<file path="config.mk">
export PLATFORM = sky130hd
export DESIGN_NAME = fetch_stage
export DESIGN_NICKNAME = d
export VERILOG_FILES = /design/src/rtl/fetch_stage_pkg.sv /design/src/rtl/fetch_stage_if_id_reg.sv /design/src/rtl/fetch_stage.sv
export SDC_FILE = /design/constraint.sdc
export NUM_CORES = 1
export LEC_CHECK = 0
export CORE_MARGIN = 3
export CORE_UTILIZATION = 52
export CTS_BUF_LIST = sky130_fd_sc_hd__clkbuf_8
export CTS_CLUSTER_DIAMETER = 100
export CTS_CLUSTER_SIZE = 25
export DETAILED_ROUTE_END_ITERATION = 10
export PLACE_DENSITY_LB_ADDON = 0.2
export SLEW_MARGIN = 25
export SYNTH_ARGS = -nofsm -noshare
export SYNTH_HDL_FRONTEND = slang
export SYNTH_SLANG_ARGS = --single-unit
</file>
<file path="constraint.sdc">
create_clock -name i_clk -period 3.8 [get_ports i_clk]
set_clock_uncertainty 0.15 [all_clocks]
set_input_delay 0.76 -clock i_clk [delete_from_list [all_inputs] [get_ports i_clk]]
set_output_delay 0.76 -clock i_clk [all_outputs]
set_load 0.01 [all_outputs]
</file>
<file path="src/rtl/fetch_stage_pkg.sv">
// Shared constants, next-PC select encodings and FSM state type for the fetch stage.
package fetch_stage_pkg;

  localparam logic [31:0] NOP_INSTR = 32'h0000_0013;
  localparam logic [31:0] RESET_PC  = 32'h0000_0000;

  localparam logic [1:0] PC_SEQ  = 2'b00;
  localparam logic [1:0] PC_BR   = 2'b01;
  localparam logic [1:0] PC_JALR = 2'b10;

  typedef enum logic [1:0] {
    ST_FETCH     = 2'b00,
    ST_WAIT      = 2'b01,
    ST_WAIT_DROP = 2'b10
  } fetch_state_e;

  // Instruction addresses are always word aligned.
  function automatic logic [31:0] align_word(input logic [31:0] addr);
    return addr & 32'hFFFF_FFFC;
  endfunction

endpackage

</file>
<file path="src/rtl/fetch_stage_if_id_reg.sv">
// IF/ID pipeline register with reset > flush > bubble > stall > load priority.
module if_id_reg #(
  parameter logic [31:0] NOP_INSTR = fetch_stage_pkg::NOP_INSTR
) (
  input  logic        i_clk,
  input  logic        i_rst,
  input  logic        i_flush,
  input  logic        i_bubble,
  input  logic        i_stall,
  input  logic        i_load,
  input  logic [31:0] i_instr,
  input  logic [31:0] i_pc,
  output logic [31:0] o_instr,
  output logic [31:0] o_pc,
  output logic [31:0] o_pc_plus4,
  output logic        o_valid
);

  logic [31:0] instr_q, instr_d;
  logic [31:0] pc_q, pc_d;
  logic [31:0] pc_plus4_q, pc_plus4_d;
  logic        valid_q, valid_d;

  always_comb begin
    instr_d    = instr_q;
    pc_d       = pc_q;
    pc_plus4_d = pc_plus4_q;
    valid_d    = valid_q;
    // With no stall, a cycle without a deliverable instruction becomes a bubble.
    if (i_flush || i_bubble || (!i_stall && !i_load)) begin
      instr_d    = NOP_INSTR;
      pc_d       = 32'h0;
      pc_plus4_d = 32'h0;
      valid_d    = 1'b0;
    end else if (!i_stall) begin
      instr_d    = i_instr;
      pc_d       = i_pc;
      pc_plus4_d = i_pc + 32'd4;
      valid_d    = 1'b1;
    end
  end

  always_ff @(posedge i_clk) begin
    if (i_rst) begin
      instr_q    <= NOP_INSTR;
      pc_q       <= 32'h0;
      pc_plus4_q <= 32'h0;
      valid_q    <= 1'b0;
    end else begin
      instr_q    <= instr_d;
      pc_q       <= pc_d;
      pc_plus4_q <= pc_plus4_d;
      valid_q    <= valid_d;
    end
  end

  assign o_instr    = instr_q;
  assign o_pc       = pc_q;
  assign o_pc_plus4 = pc_plus4_q;
  assign o_valid    = valid_q;

endmodule

</file>
<file path="src/rtl/fetch_stage.sv">
// Instruction fetch stage: PC register, fetch-miss FSM, redirect handling and IF/ID register.
module fetch_stage #(
  parameter logic [31:0] RESET_PC  = fetch_stage_pkg::RESET_PC,
  parameter logic [31:0] NOP_INSTR = fetch_stage_pkg::NOP_INSTR
) (
  input  logic        i_clk,
  input  logic        i_rst,
  input  logic [1:0]  i_pc_src_e,
  input  logic [31:0] i_pc_target_e,
  input  logic [31:0] i_alu_result_e,
  input  logic        i_pc_stall,
  input  logic        i_if_id_stall,
  input  logic        i_if_id_flush,
  output logic        o_imem_req,
  output logic [31:0] o_imem_addr,
  input  logic [31:0] i_imem_rdata,
  input  logic        i_imem_valid,
  output logic [31:0] o_instr_d,
  output logic [31:0] o_pc_d,
  output logic [31:0] o_pc_plus4_d,
  output logic        o_valid_d,
  output logic        o_fetch_busy
);
  import fetch_stage_pkg::*;

  fetch_state_e state_q, state_d;
  logic [31:0]  pc_q, pc_d;
  logic [31:0]  redirect_pc_q, redirect_pc_d;

  logic         redirect;
  logic [31:0]  redirect_tgt;
  logic         load_en;

  assign redirect     = (i_pc_src_e == PC_BR) || (i_pc_src_e == PC_JALR);
  assign redirect_tgt = align_word((i_pc_src_e == PC_BR) ? i_pc_target_e : i_alu_result_e);

  always_comb begin
    state_d       = state_q;
    pc_d          = pc_q;
    redirect_pc_d = redirect_pc_q;
    load_en       = 1'b0;
    unique case (state_q)
      ST_FETCH, ST_WAIT: begin
        if (redirect) begin
          // An outstanding miss must keep its address until answered, so park the target.
          if (i_imem_valid || (state_q == ST_FETCH)) begin
            pc_d    = redirect_tgt;
            state_d = ST_FETCH;
          end else begin
            redirect_pc_d = redirect_tgt;
            state_d       = ST_WAIT_DROP;
          end
        end else if (i_imem_valid) begin
          load_en = 1'b1;
          if (!i_pc_stall) begin
            pc_d = pc_q + 32'd4;
          end
          state_d = ST_FETCH;
        end else begin
          state_d = ST_WAIT;
        end
      end
      ST_WAIT_DROP: begin
        if (i_imem_valid) begin
          pc_d    = redirect ? redirect_tgt : redirect_pc_q;
          state_d = ST_FETCH;
        end else if (redirect) begin
          redirect_pc_d = redirect_tgt;
        end
      end
      default: begin
        state_d = ST_FETCH;
      end
    endcase
  end

  always_ff @(posedge i_clk) begin
    if (i_rst) begin
      state_q       <= ST_FETCH;
      pc_q          <= RESET_PC;
      redirect_pc_q <= 32'h0;
    end else begin
      state_q       <= state_d;
      pc_q          <= pc_d;
      redirect_pc_q <= redirect_pc_d;
    end
  end

  assign o_imem_req   = 1'b1;
  assign o_imem_addr  = pc_q;
  assign o_fetch_busy = (state_q != ST_FETCH);

  if_id_reg #(
    .NOP_INSTR (NOP_INSTR)
  ) u_if_id_reg (
    .i_clk      (i_clk),
    .i_rst      (i_rst),
    .i_flush    (i_if_id_flush),
    .i_bubble   (redirect),
    .i_stall    (i_if_id_stall),
    .i_load     (load_en),
    .i_instr    (i_imem_rdata),
    .i_pc       (pc_q),
    .o_instr    (o_instr_d),
    .o_pc       (o_pc_d),
    .o_pc_plus4 (o_pc_plus4_d),
    .o_valid    (o_valid_d)
  );

endmodule
</file>
Word level (Yosys, flattened, before mapping) --
Cells that the tools add are included.
Word-level totals: bits in registers 163, input port bits 104, output and inout bits 131, word-level logic and storage cells 53
Operators by class: $add $sub $neg 1, equal/unequal tests 11, mux-type cells 20, reduce and logical (&&, ||, !) cells 14
Operators by type and width (number):
- $mux 32 | 10
- $pmux 32 s2 | 2
- $add 32x3->32 const B | 1
- $mux 2 | 3
- $ne 2x2->1 const B | 3
- $ne 3x2->1 const B | 2
- $reduce_and 5->1 | 1
- $eq 2x1->1 const B | 2
- $eq 2x2->1 const B | 2
- $logic_or 1x1->1 | 4
- $mux 1 | 4
- $pmux 2 s2 | 1
- $reduce_and 4->1 | 1
- $reduce_bool 2->1 | 2
- $reduce_or 2->1 | 2
- $ne 3x3->1 const B | 1
- $logic_not 1->1 | 2
- $logic_not 2->1 | 1
- $ne 2x1->1 const B | 1
- $logic_and 1x1->1 | 1

Depth between registers and ports, before layout --
Gate-level depths: netlist of the first run.
depth after elaboration 8, depth in mapped cells 10, gate-level depth less buffers 7

By module --
Synthesis of the first run repeated with hierarchy kept, for this count alone.
Unflattened totals: cell total of the unflattened synthesis 922, area, all modules 7898.8 um2
Modules (own cells, without submodules):
- fetch_stage | times used 1, cells an instance 511, area each 3998.8 um2, seq. area each 1321.3 um2
- if_id_reg | times used 1, cells an instance 411, area each 3900.0 um2, seq. area each 1901.8 um2

Worst setup path before layout of the first run --
OpenSTA, ideal clock, no wires.
kind input to register, from input port i_pc_src_e[1], to register pc_q[1] (netlist: o_imem_addr[1]), library setup time 0.132 ns, arrival time 2.182 ns, required time 3.518 ns, setup slack 1.335 ns, stages 10, buffers on the path 3, cell sequence inv_1 -> ha_1 -> buf_4 -> inv_1 -> clkbuf_1 -> clkbuf_1 -> o21ai_0 -> a2bb2oi_1 -> nand2_1 -> a21oi_1
On the way: cells in the longest elaborated chain, start to end 5, elaborated cells on any way between the ends 11, classes of those cells eq/ne (5); mux (4); reduce/logical (2)
Ends and longest elaborated chain:
- start: declaration | RTL line fetch_stage.sv:8 | input logic [1:0] i_pc_src_e,
- $eq 2x1->1 or $eq 2x2->1 (tied branches) | RTL line fetch_stage.sv:34 | assign redirect = (i_pc_src_e == PC_BR) || (i_pc_src_e == PC_JALR);
- $logic_or 1x1->1 * | RTL line fetch_stage.sv:34
- $mux 32
- $mux 32 | RTL line fetch_stage.sv:64 | if (i_imem_valid) begin
- $pmux 32 s2 | RTL line fetch_stage.sv:42 | unique case (state_q)
- end signal: assignment | RTL line fetch_stage.sv:84 | pc_q <= pc_d;
- end: declaration | RTL line fetch_stage.sv:27 | logic [31:0] pc_q, pc_d;
Mark *: on every way between the ends. The rest lies on a longest branch, timed or not. The select of a mux whose other input is x is not followed. A chain may end at the register's enable or synchronous reset.

Final worst setup path of the first run --
from input port i_pc_src_e[1], to register u_if_id_reg.pc_plus4_q[21] (netlist: u_if_id_reg.o_pc_plus4[21])
On the way: cells in the longest elaborated chain, start to end 8, elaborated cells on any way between the ends 10, classes of those cells eq/ne (2); mux (2); reduce/logical (6)
Ends and longest elaborated chain:
- $eq 2x1->1 or $eq 2x2->1 (tied branches) | RTL line fetch_stage.sv:34
- $logic_or 1x1->1 * | RTL line fetch_stage.sv:34
- $mux 1 | RTL line fetch_stage.sv:44 | if (redirect) begin
- $mux 1 | RTL line fetch_stage.sv:42
- $logic_not 1->1 | RTL line fetch_stage_if_id_reg.sv:30 | if (i_flush || i_bubble || (!i_stall && !i_load)) begin
- $logic_and 1x1->1 | RTL line fetch_stage_if_id_reg.sv:30
- $logic_or 1x1->1 * | RTL line fetch_stage_if_id_reg.sv:30
- $reduce_or 2->1 (no source line) *
- end signal: assignment | RTL line fetch_stage_if_id_reg.sv:52 | pc_plus4_q <= pc_plus4_d;
- end: declaration | RTL line fetch_stage_if_id_reg.sv:21 | logic [31:0] pc_plus4_q, pc_plus4_d;
Mark *: on every way between the ends. The rest lies on a longest branch, timed or not.

==> results of run 1 <==
[cell type report]
class,instances,area [sq um]
fillers,1098,3692
multi-input cells,598,3885
clock inverters,12,165.2
well taps,180,225.2
inverters,13,48.80
clock buffers,19,261.5
repair buffers,256,2487
flip-flops and latches,161,3223
[state kept, by name (all words and copies together), names as in the netlist]
register,flops
o_imem_addr,32
redirect_pc_q,32
u_if_id_reg.o_pc,32
u_if_id_reg.o_instr,32
u_if_id_reg.o_valid,1
state_q,2
u_if_id_reg.o_pc_plus4,30
[per-layer routing]
| metal | vias up | wire, um | global-route usage [%] | share of wire (%) |
|---|---|---|---|---|
| met1 | 3197 | 9669 | 37.29 | 46 |
| met3 | 24 | 1568 | 5.089 | 7.4 |
| li1 | 3390 | - | - | - |
| met2 | 286 | 9543 | 40.16 | 45 |
| met4 | 0 | 286 | 6.562 | 1.4 |
| met5 | - | 0 | 0 | 0 |
[power by group through the flow]
stage          clock, W  combinational (W)  sequential (W)
2_1_floorplan         0           0.000387         0.00187
3_3_place_gp          0           0.000700         0.00188
3_5_place_dp          0           0.000710         0.00189
4_1_cts         0.00136           0.000714         0.00185
5_1_grt         0.00143           0.000777         0.00186
6_report        0.00135           0.000716         0.00185
[final timing paths]
path,start,to,slack [ps],depth (start not counted)
max,i_pc_src_e[1],u_if_id_reg.o_pc_plus4[21]$_SDFFE_PP0N_,850,7
min,u_if_id_reg.o_pc_plus4[9]$_SDFFE_PP0N_,u_if_id_reg.o_pc_plus4[9]$_SDFFE_PP0N_,310,2
max reg2reg,o_imem_addr[12]$_SDFFE_PP0P_,o_imem_addr[28]$_SDFFE_PP0P_,1130,5
min reg2reg,u_if_id_reg.o_pc_plus4[9]$_SDFFE_PP0N_,u_if_id_reg.o_pc_plus4[9]$_SDFFE_PP0N_,310,2
[critical path, stage by stage]
cell             delay, ps
clkdlybuf4s50_1        460
inv_1                   40
ha_2                   600
nand2_1                260
or3_2                  480
buf_4                  300
a211oi_1               240
[through the flow]
step | worst slack (ps) | cells
floorplan | 1335 | 848
global placement | 440.7 | 1208
detailed placement | 399.9 | 1208
CTS | 865.2 | 1239
global route | 720.9 | 1239
finish | 847.3 | 1239
[logic make-up (layout without fill, tap and decap cells)]
| kind of cell | count (synthesis) | in the layout | synth area share [%] |
|---|---|---|---|
| compound gates | 171 | 171 | 14.54 |
| xor+xnor | 28 | 28 | 3.268 |
| fa+ha+maj | 2 | 2 | 0.3334 |
| buf+inv | 89 | 300 | 5.569 |
| flops | 161 | 161 | 42.95 |
| mux | 111 | 111 | 14.94 |
| other cells | 1 | 1 | 0.04997 |
| simple gates | 285 | 285 | 18.36 |
[layout by cell type (no fill, tap or decap), types with 3 or more instances in the layout]
cell type and n:
a21oi_1 52, xor2_1 12, nor2_1 149, or3_1 6, nand3_1 18, mux2_2 8, nor4_1 11, mux2i_1 103
nand4_1 8, nor3_1 17, o221ai_1 3, xnor2_1 16, a31oi_1 5, dfxtp_1 161, nand2b_1 5, a211oi_1 33
inv_1 13, bufinv_16 4, o21ai_0 43, o211ai_1 4, clkdlybuf4s50_1 227, a32o_1 3, buf_4 28, clkbuf_8 19
nand2_1 45, clkinv_2 4, nor4_4 4, o22ai_1 5, a221oi_1 3, nor3b_1 3, and3_1 3, a2bb2oi_1 3
==> impl_summary.md, run 1 <==
Run status
The run finished with clean final reports.

Yosys
The commonest cells after synthesis are dfxtp_1 (161), nor2_1 (149), mux2i_1 (103). The most common cell in the synthesized netlist is dfxtp_1. The post-synthesis sequential element count is between 150 and 200. For this run, the register share of the synthesized area comes to 42.95%. The proportion of netlist area held by the largest area contributor is 42.95%. The netlist area before placement is around 7500 sq um.

The average instance in the mapped netlist occupies roughly 8.8 sq um. The Yosys step of the flow raised 0 warnings. By area the synthesized netlist is led by dfxtp_1 (43%), mux2i_1 (14%), nor2_1 (7.5%). After technology mapping, the gate count stands at 848.

The share of synthesized registers carrying an async set or reset is 0%. In this run, synthesis inferred 0 flip-flops with an integrated enable. The synthesized netlist contains between 60 and 70 unique library cells. The most used flip-flop cell after synthesis is dfxtp_1. The cell type with the highest aggregate area in the netlist is dfxtp_1.

The number of nets in the synthesized netlist is approximately 950.

Pwr
The net switching power figure is 0.001061 W. For this design the static power due to leakage is roughly 3.8 nW. Overall power consumption after layout is estimated at about 0.004 W. The internal power of the cells totals 0.002854 W.

The share of total power in the clock network is between 30 and 40%. The total power density per cell area is between 300 and 400 nW/um^2. In this run, the combinational gates consume a little under a fifth of the power. VDD sags by at most around 0.00021 V.

The sequential fraction of design power is ~47%. In this run switching power makes up between 20% and 30% of total power.

Routing
Dividing the detail-routed wire length by the instance count gives between 15 and 20 um. The iteration-0 DRC count of the detailed router is 576. The average vias per placed instance is roughly 5.6.

After detailed routing, the number of remaining DRC violations is 0. The wire length reported by the detailed router is between 20000 and 25000 um. The first detailed-routing pass ran for 5 iterations.

For this block, the via count after detailed routing is between 6k and 7k. Once detail routing completed, the nets flagged for antenna violations numbered 0.

Clock tree
The hold buffer count at CTS is 0. The worst-case clock buffer depth is 2. Once the clock tree was built, the setup fixing pass inserted 0 buffers. The post-cts sizing count is 0. Clock tree synthesis inserted a total of 17 buffers. The count of clock tree sinks is around 160. The number of H-tree levels is 4. The cell at the root of the clock tree is clkbuf_8. The clock reaches the later pin of the worst-skew pair after between 400 and 500 ps. The clock tree from TritonCTS is built. Clock-pin slew was measured on the worst setup and hold paths at roughly 80 ps.

GRT
The wire length of the first global-routing pass is 33770 um. The largest net degree at the start of global routing is 59. The number of global-route vias before repair is about 6.4k. The global router's overall resource usage is around a quarter. The number of antenna violations at the first check in global routing came to 0.

The total overflow left after global routing is 0.

Floorplanning
The die is around 130 um wide. The number of ports placed on the die boundary is 235. The number of standard-cell rows in the floorplan is between 40 and 50. The floorplan step defined a die boundary enclosing between 15000 and 20000 sq um. The die outline height is 126.1 um. The initial cell density of the core is between 50% and 60%. After floorplanning, the core was sized to cover 13990 sq um.

STA
The final period demand of the worst path is 2953 ps. The final worst-path cycle share is 77.70%. The final hold violation count came to 0. The total negative setup slack is 0 ps. Setup repair after global routing left no endpoint under its margin. Static timing analysis puts the maximum clock frequency at ~340 MHz. Setup violations remaining at the end of the flow were counted as 0. The remaining max-slew budget at the tightest pin is 37.69%.

The count of pins over their slew limit is 0. The measured slew at the worst slew-check pin is 930.6 ps. Final hold analysis gives a worst-case slack of between 300 and 400 ps.

Worst setup path
The worst setup path is captured at a flip-flop. The type of element launching the critical path is an input port. The critical path in this run is classified as input port to flip-flop.

In this run the worst path has a maximum fanout of 45. The arrival time reported for the critical path endpoint is between 3000 and 4000 ps. Data on the critical path is required at its endpoint by between 4000 and 5000 ps.

Cells and area
The fraction of layout instances using a drive strength above 1 is under 10%. After routing the design area is ~10000 sq um. From synthesis to final layout, the design area changed by 37.20%.

The share of the core filled with cells in the final layout is 73.60%. 0 antenna diodes ended up in the layout. The net count of the finished layout is 1153.

Job
The count of max-cap constraint violations is 0.

Place
Summed over all nets, the half-perimeter wirelength after detailed placement is between 15000 and 20000 um. After detailed placement, the total cell area comes to between 9000 and 10000 sq um. At the end of routability-driven placement, the weighted congestion stood at 0.8841. The number of I/O port buffers is about 230.

Min path
The path type of the worst min-delay path is flip-flop to flip-flop.
No activity file was read; power rests on OpenSTA's default activity.
==> inputs of run 2 (changes only) <==
- CORE_UTILIZATION: 52 -> 44
- clock period: 3.8 -> 2.4 ns (I/O delays scaled with it)
==> impl_summary.md, run 2 (synthesis gave the netlist of run 1 again) <==
Run status
The run finished with clean final reports.

Cells and area
In the final layout, the share of cells above drive strength 1 is between 15 and 20%. The number of standard cells in the layout, taps in and fillers out is ~1.3k. The layout net count is ~1.2k. The number of antenna diodes in the final layout is 0. The post-route cell area is 10990 sq um. The relative area change from synthesis to final layout is 46.45%. The area of combinational cells with multiple inputs is roughly 3900 sq um. Fill cells in the final layout number between 1k and 1.5k. Summing all flip-flop and latch instances after layout gives 3231 sq um. In the layout the commonest cells are clkdlybuf4s50_1 (227), dfxtp_1 (155), nor2_1 (148).

The most common cell after layout, fill and taps aside is clkdlybuf4s50_1.

STA
At the pin with the least slew margin, the transition time is roughly 700 ps. Setup total negative slack on the finished layout was measured at 0 ps. The worst pin sits at a relative slew slack of a little over half. After layout, the worst path uses 96.68% of the clock period. The peak clock frequency supported by timing is roughly 430 MHz. Setup slack closes at around 80 ps.

The final hold violation count is 0. The count of pins over their slew limit is 0. The final period demand of the worst path is 2320 ps.

Setup violations remaining at the end of the flow were counted as 0. Setup repair after global routing left no endpoint under its margin.

Pwr
The sum of internal, switching and leakage power is 0.006467 W. The total power density per cell area is about 590 nW/um^2. The leakage dissipation is 4.195 nW. VDD sags by at most a little over 0.0004 V.

Job
The count of max-cap constraint violations is 0.

Worst setup path
The longest individual stage delay on the worst path is about 560 ps. The arrival time reported for the critical path endpoint is 2560 ps. Data on the critical path is required at its endpoint by 2640 ps. The highest fanout seen on the critical path is 24. Counting both buffers and inverters, the worst setup path holds a total of 4. For this design, the slowest cell found on the critical path is or3_2.

The type of element capturing the critical path is a flip-flop. The cell that appears most often on the critical path is buf_4. The signal on the critical path passes through clkdlybuf4s50_1, inv_1, ha_1, buf_4, nand2_1, or3_2, buf_4, nor2_1. The gate family responsible for the most delay along the worst path is buffers and inverters. The worst setup path is of the input port to flip-flop kind. The type of element launching the critical path is an input port.

Floorplanning
The floorplan die width is between 100 and 150 um. The total area inside the core boundary comes to between 15000 and 20000 sq um. The number of ports placed on the die boundary is 235. The overall die area is 18660 sq um.

Measured along the y axis, the die boundary spans around 140 um. In this run the core area contains 47 standard-cell rows. The initial utilization of the core area, before any placement, comes to 45.09%.

Routing
The total iterations of the first detailed-routing run is 6. The detail-routed net length per standard cell is ~16 um. The average vias per placed instance is between 5 and 6. The DRC violations left is 0. For this block, the routed nets add up to 22200 um of wire. After the first detailed-routing iteration, the DRC count stood at about 460. The final route contains 7063 vias. The count of nets left with antenna violations after detail routing is 0.

GRT
The global router's overall resource usage is 23.59%. The first global-routing pass estimated around 35000 um of wire. The number of global-route vias before repair is 6444. The number of antenna violations at the first check in global routing is 0. The largest net degree at the start of global routing is around 60. Summed over all layers, the global routing overflow is 0.

Clock tree
Clock tree synthesis found a total of roughly 160 sinks. The number of buffers inserted during clock tree synthesis is 17. At the later pin of the worst-skew pair, clock insertion delay measures 450 ps. TritonCTS built the clock tree. The tree is rooted in a clkbuf_8.

The CTS clock-pin slew for the worst setup and hold paths is around 80 ps. The clock passes through at most 2 buffers. The H-tree was split into 4 levels.

Place
In this run, placement finished with an instance count of between 1k and 1.5k. During placement, the flow inserted port buffers numbering about 230. The worst slack at placement is -396.0 ps.

The detailed placer's ending HPWL is about 17000 um. The congestion estimate from routability-driven global placement came to approximately 0.90. After detailed placement, the total cell area comes to 10510 sq um.

Min path
The min-delay analysis places its worst path in the category input port to flip-flop.
==> run 2: changes by cell type in the layout (fill, tap and decap cells not counted), moves of 2 or more <==
cell	before	now
buf_12	0	6
dfxtp_2	0	6
buf_4	28	91
clkinvlp_4	0	2
clkbuf_8	19	17
dfxtp_1	161	155
==> run 2: what timing repair did <==
| item | 4_1_cts | 5_1_grt |
|---|---|---|
| buffers inserted | 0 | 0 |
| gates resized for setup | 0 | 11 |
| hold buffers | 0 | 0 |
| endpoints found under the setup margin | 0 | 6 |
| endpoints found under the hold margin | 0 | 0 |
==> run 2: final cells by class <==
cell class	instances	area share (%)
inverters	13	0.4440
repair buffers	325	28.03
multi-input cells	598	35.54
clock buffers	17	2.129
well taps	220	2.505
flip-flops and latches	161	29.39
clock inverters	15	1.958
==> run 2: routing by layer <==
layer | GRT usage, % | wire length, um
met5 | 0 | 0
met2 | 35.24 | 9530
met3 | 5.809 | 1866
met1 | 33.42 | 10380
met4 | 7.615 | 426
==> run 2: worst paths after layout <==
check	start	endpoint	slack, ps	cells past startpoint
setup / recovery	i_pc_src_e[1]	u_if_id_reg.o_instr[16]$_SDFFE_PP0N_	80	8
hold / removal	i_if_id_stall	u_if_id_reg.o_pc_plus4[30]$_SDFFE_PP0N_	230	3
setup reg to reg	o_imem_addr[14]$_SDFFE_PP0P_	o_imem_addr[31]$_SDFFE_PP0P_	120	6
hold reg to reg	u_if_id_reg.o_valid$_SDFFE_PP0N_	u_if_id_reg.o_valid$_SDFFE_PP0N_	310	1
==> run 2: where the power goes <==
part / switching [W] / internal [W] / leakage [nW] / total, W
Sequential: 0.0000747 / 0.00278 / 1.31 / 0.00285
Combinational: 0.000677 / 0.000697 / 2.66 / 0.00137
Clock: 0.00101 / 0.00123 / 0.227 / 0.00224
==> run 2: worst reg2reg max path, delay by kind of cell (launching register included) <==
family,cells,cell delay (ps)
buf+inv,1,160
simple gates,3,1120
flops,1,360
compound gates,2,400
==> run 2: per-stage QoR <==
step           utilization [%]  hold WS (ps)
2_1_floorplan                -         295.9
3_3_place_gp             63.15         288.2
3_5_place_dp             63.15         293.1
4_1_cts                  65.85         196.7
5_1_grt                  66.04         236.9
6_report                 66.04         233.0
==> inputs of run 3 (changes only) <==
- RECOVER_POWER: default -> 100
==> impl_summary.md, run 3 (synthesis gave the netlist of run 1 again) <==
Run status
The flow ran to the end, and the final reports show no timing, DRC or antenna violations.

STA
For the pin with the worst max-slew slack, the measured transition is between 700 and 800 ps. Setup violations remaining at the end of the flow were counted as 0. The final worst-path cycle share is 97.46%. In this run the tightest slew margin relative to its limit is approximately 53%. Setup repair after global routing left no endpoint under its margin. For this run, the top clock speed supported by timing is approximately 430 MHz. Adding up every negative setup slack in the final design gives 0 ps. The count of pins over their slew limit is 0.

The final hold violation count is 0. The final period demand of the worst path is between 2000 and 2500 ps.

Clock tree
The number of buffers inserted during clock tree synthesis is 17. The clock tree from TritonCTS is built. After clock tree synthesis, the setup repair step added 0 buffers. The hold buffer count at CTS is 0. Clock tree synthesis found a total of ~160 sinks.

CTS built an H-tree with a depth of 4. The worst-case clock buffer depth is 2. The post-cts sizing count is 0.

After clock tree synthesis, the clock-pin slew on the worst setup and hold paths is approximately 80 ps. The clock latency reported for the late side of the worst-skew pair is around 450 ps. Clock tree synthesis selected as its root buffer the cell clkbuf_8.

Routing
The count of nets left with antenna violations after detail routing is 0. Detailed routing inserted a total of 7024 vias. In the routed design, unresolved DRC markers number 0. The first routing iteration left around 440 violations.

After detailed routing, the total wire length is 22110 um. The average vias per placed instance is between 5 and 6. The total iterations of the first detailed-routing run is 5. The detail-routed net length per standard cell is approximately 16 um.

Worst setup path
The arrival time reported for the critical path endpoint is around 2600 ps. Traced cell by cell, the critical path runs through clkdlybuf4s50_1, inv_1, ha_1, buf_4, nand2_1, or3_2, clkbuf_4, nor2_1. The type of element launching the critical path is an input port. The type of element capturing the critical path is a flip-flop. The slowest stage of the critical path is the or3_2 cell. Of all nets on the critical path, the largest fanout is 19. The longest individual stage delay on the worst path is ~540 ps. The data required time at the worst endpoint is 2630 ps. The startpoint-to-endpoint class of the critical path is input port to flip-flop.

Cells and area
Once layout is complete, the cells apart from fillers number roughly 1.3k. In the final layout, the share of cells above drive strength 1 is ~15%. The final antenna diode count is 0.

The post-route cell area is ~11000 sq um. The final layout contains about 1.2k nets. The library cells used most frequently in the layout, excluding fill and tap cells, are dfxtp_1 (155), nor2_1 (148), dlygate4sd3_1 (128). The library cell used most frequently in the layout, excluding fill and tap cells, is dfxtp_1. The relative area change from synthesis to final layout is 45.58%.

The share of the core filled with cells in the final layout is roughly 66%.

GRT
Global routing consumed, over all layers together, about a quarter of the routing resources. The wire length of the first global-routing pass is around 35000 um. The residual overflow from global routing is 0. The number of global-route vias before repair is around 6.4k. Entering global routing, the biggest net connects around 60 pins.

The number of antenna violations at the first check in global routing was 0.

Floorplanning
Pin placement for this block handled approximately 240 I/O pins. Row generation in the floorplan step produced 47 rows. For this configuration, the core starts out at a cell density of between 40 and 50%. The floorplan step defined a die boundary enclosing around 19000 sq um. In this run the standard cell core region covers around 17000 sq um. The die outline height is between 100 and 150 um. From left edge to right edge, the die measures approximately 140 um.

Pwr
The completed layout was analyzed and its total power is 0.006410 W. The leakage dissipation is around 4.6 nW. For this design the ratio of total power to cell area is slightly below 600 nW/um^2. The worst-case IR drop observed on VDD is a little over 0.0004 V.

Job
Max-cap violations in this run came to 0.

Place
Summing all placed instances gives a cell area of roughly 11000 sq um. At the end of routability-driven placement, the weighted congestion stood at between 0.8 and 0.9. The total instance count after detailed placement is 1317. The number of I/O port buffers is around 230. The detailed placer's ending HPWL is ~17000 um.

Min path
The path type of the worst min-delay path is input port to flip-flop.
==> run 3: cell types whose count changed in the layout (fill, tap and decap cells not counted), moves of 2 or more <==
cell,delta
clkdlybuf4s50_1,-128
clkbuf_1,+2
clkbuf_4,+5
dlygate4sd3_1,+128
clkbuf_2,+7
buf_4,-12
buf_12,-3
==> run 3: final timing paths <==
kind	start	endpoint	slack [ps]	cells after the start
setup / recovery	i_pc_src_e[1]	u_if_id_reg.o_pc[29]$_SDFFE_PP0N_	60	8
hold / removal	i_if_id_stall	u_if_id_reg.o_pc_plus4[30]$_SDFFE_PP0N_	240	3
setup reg to reg	o_imem_addr[14]$_SDFFE_PP0P_	o_imem_addr[31]$_SDFFE_PP0P_	100	6
hold reg to reg	u_if_id_reg.o_valid$_SDFFE_PP0N_	u_if_id_reg.o_valid$_SDFFE_PP0N_	300	1
==> run 3: stage by stage <==
step | hold slack, ps | setup slack, ps
after detailed placement | 293.1 | -396.0
final | 236.1 | 60.91
after global routing | 236.9 | 1.156
after CTS | 196.7 | 41.85
after floorplan | 295.9 | 3.395
after global placement | 288.2 | -336.9
==> run 3: metal layers <==
| metal | global-route usage, % | routed length (um) | vias to the layer above | share of wire, % |
|---|---|---|---|---|
| met1 | 33.42 | 10360 | 3188 | 47 |
| li1 | - | - | 3524 | - |
| met4 | 7.615 | 402 | 0 | 1.8 |
| met5 | 0 | 0 | - | 0 |
| met2 | 35.24 | 9547 | 282 | 43 |
| met3 | 5.809 | 1796 | 30 | 8.1 |
==> run 3: power by group <==
part           switching [W]  internal, W
Combinational       0.000672     0.000654
Clock                0.00100      0.00123
Sequential         0.0000735      0.00278
==> run 3: final cells by class <==
class                   count  area, sq um
well taps                 220        275.3
clock buffers              17        234.0
inverters                  13        48.80
repair buffers            325         3022
clock inverters            15        215.2
multi-input cells         598         3900
flip-flops and latches    161         3231
fillers                  1471         5717
==> run 3: critical path, delay by kind of cell <==
| family | cells | cell delay [ps] |
|---|---|---|
| buffers and inverters | 4 | 970 |
| adders and majority gates | 1 | 330 |
| and+or+nand+nor | 3 | 790 |
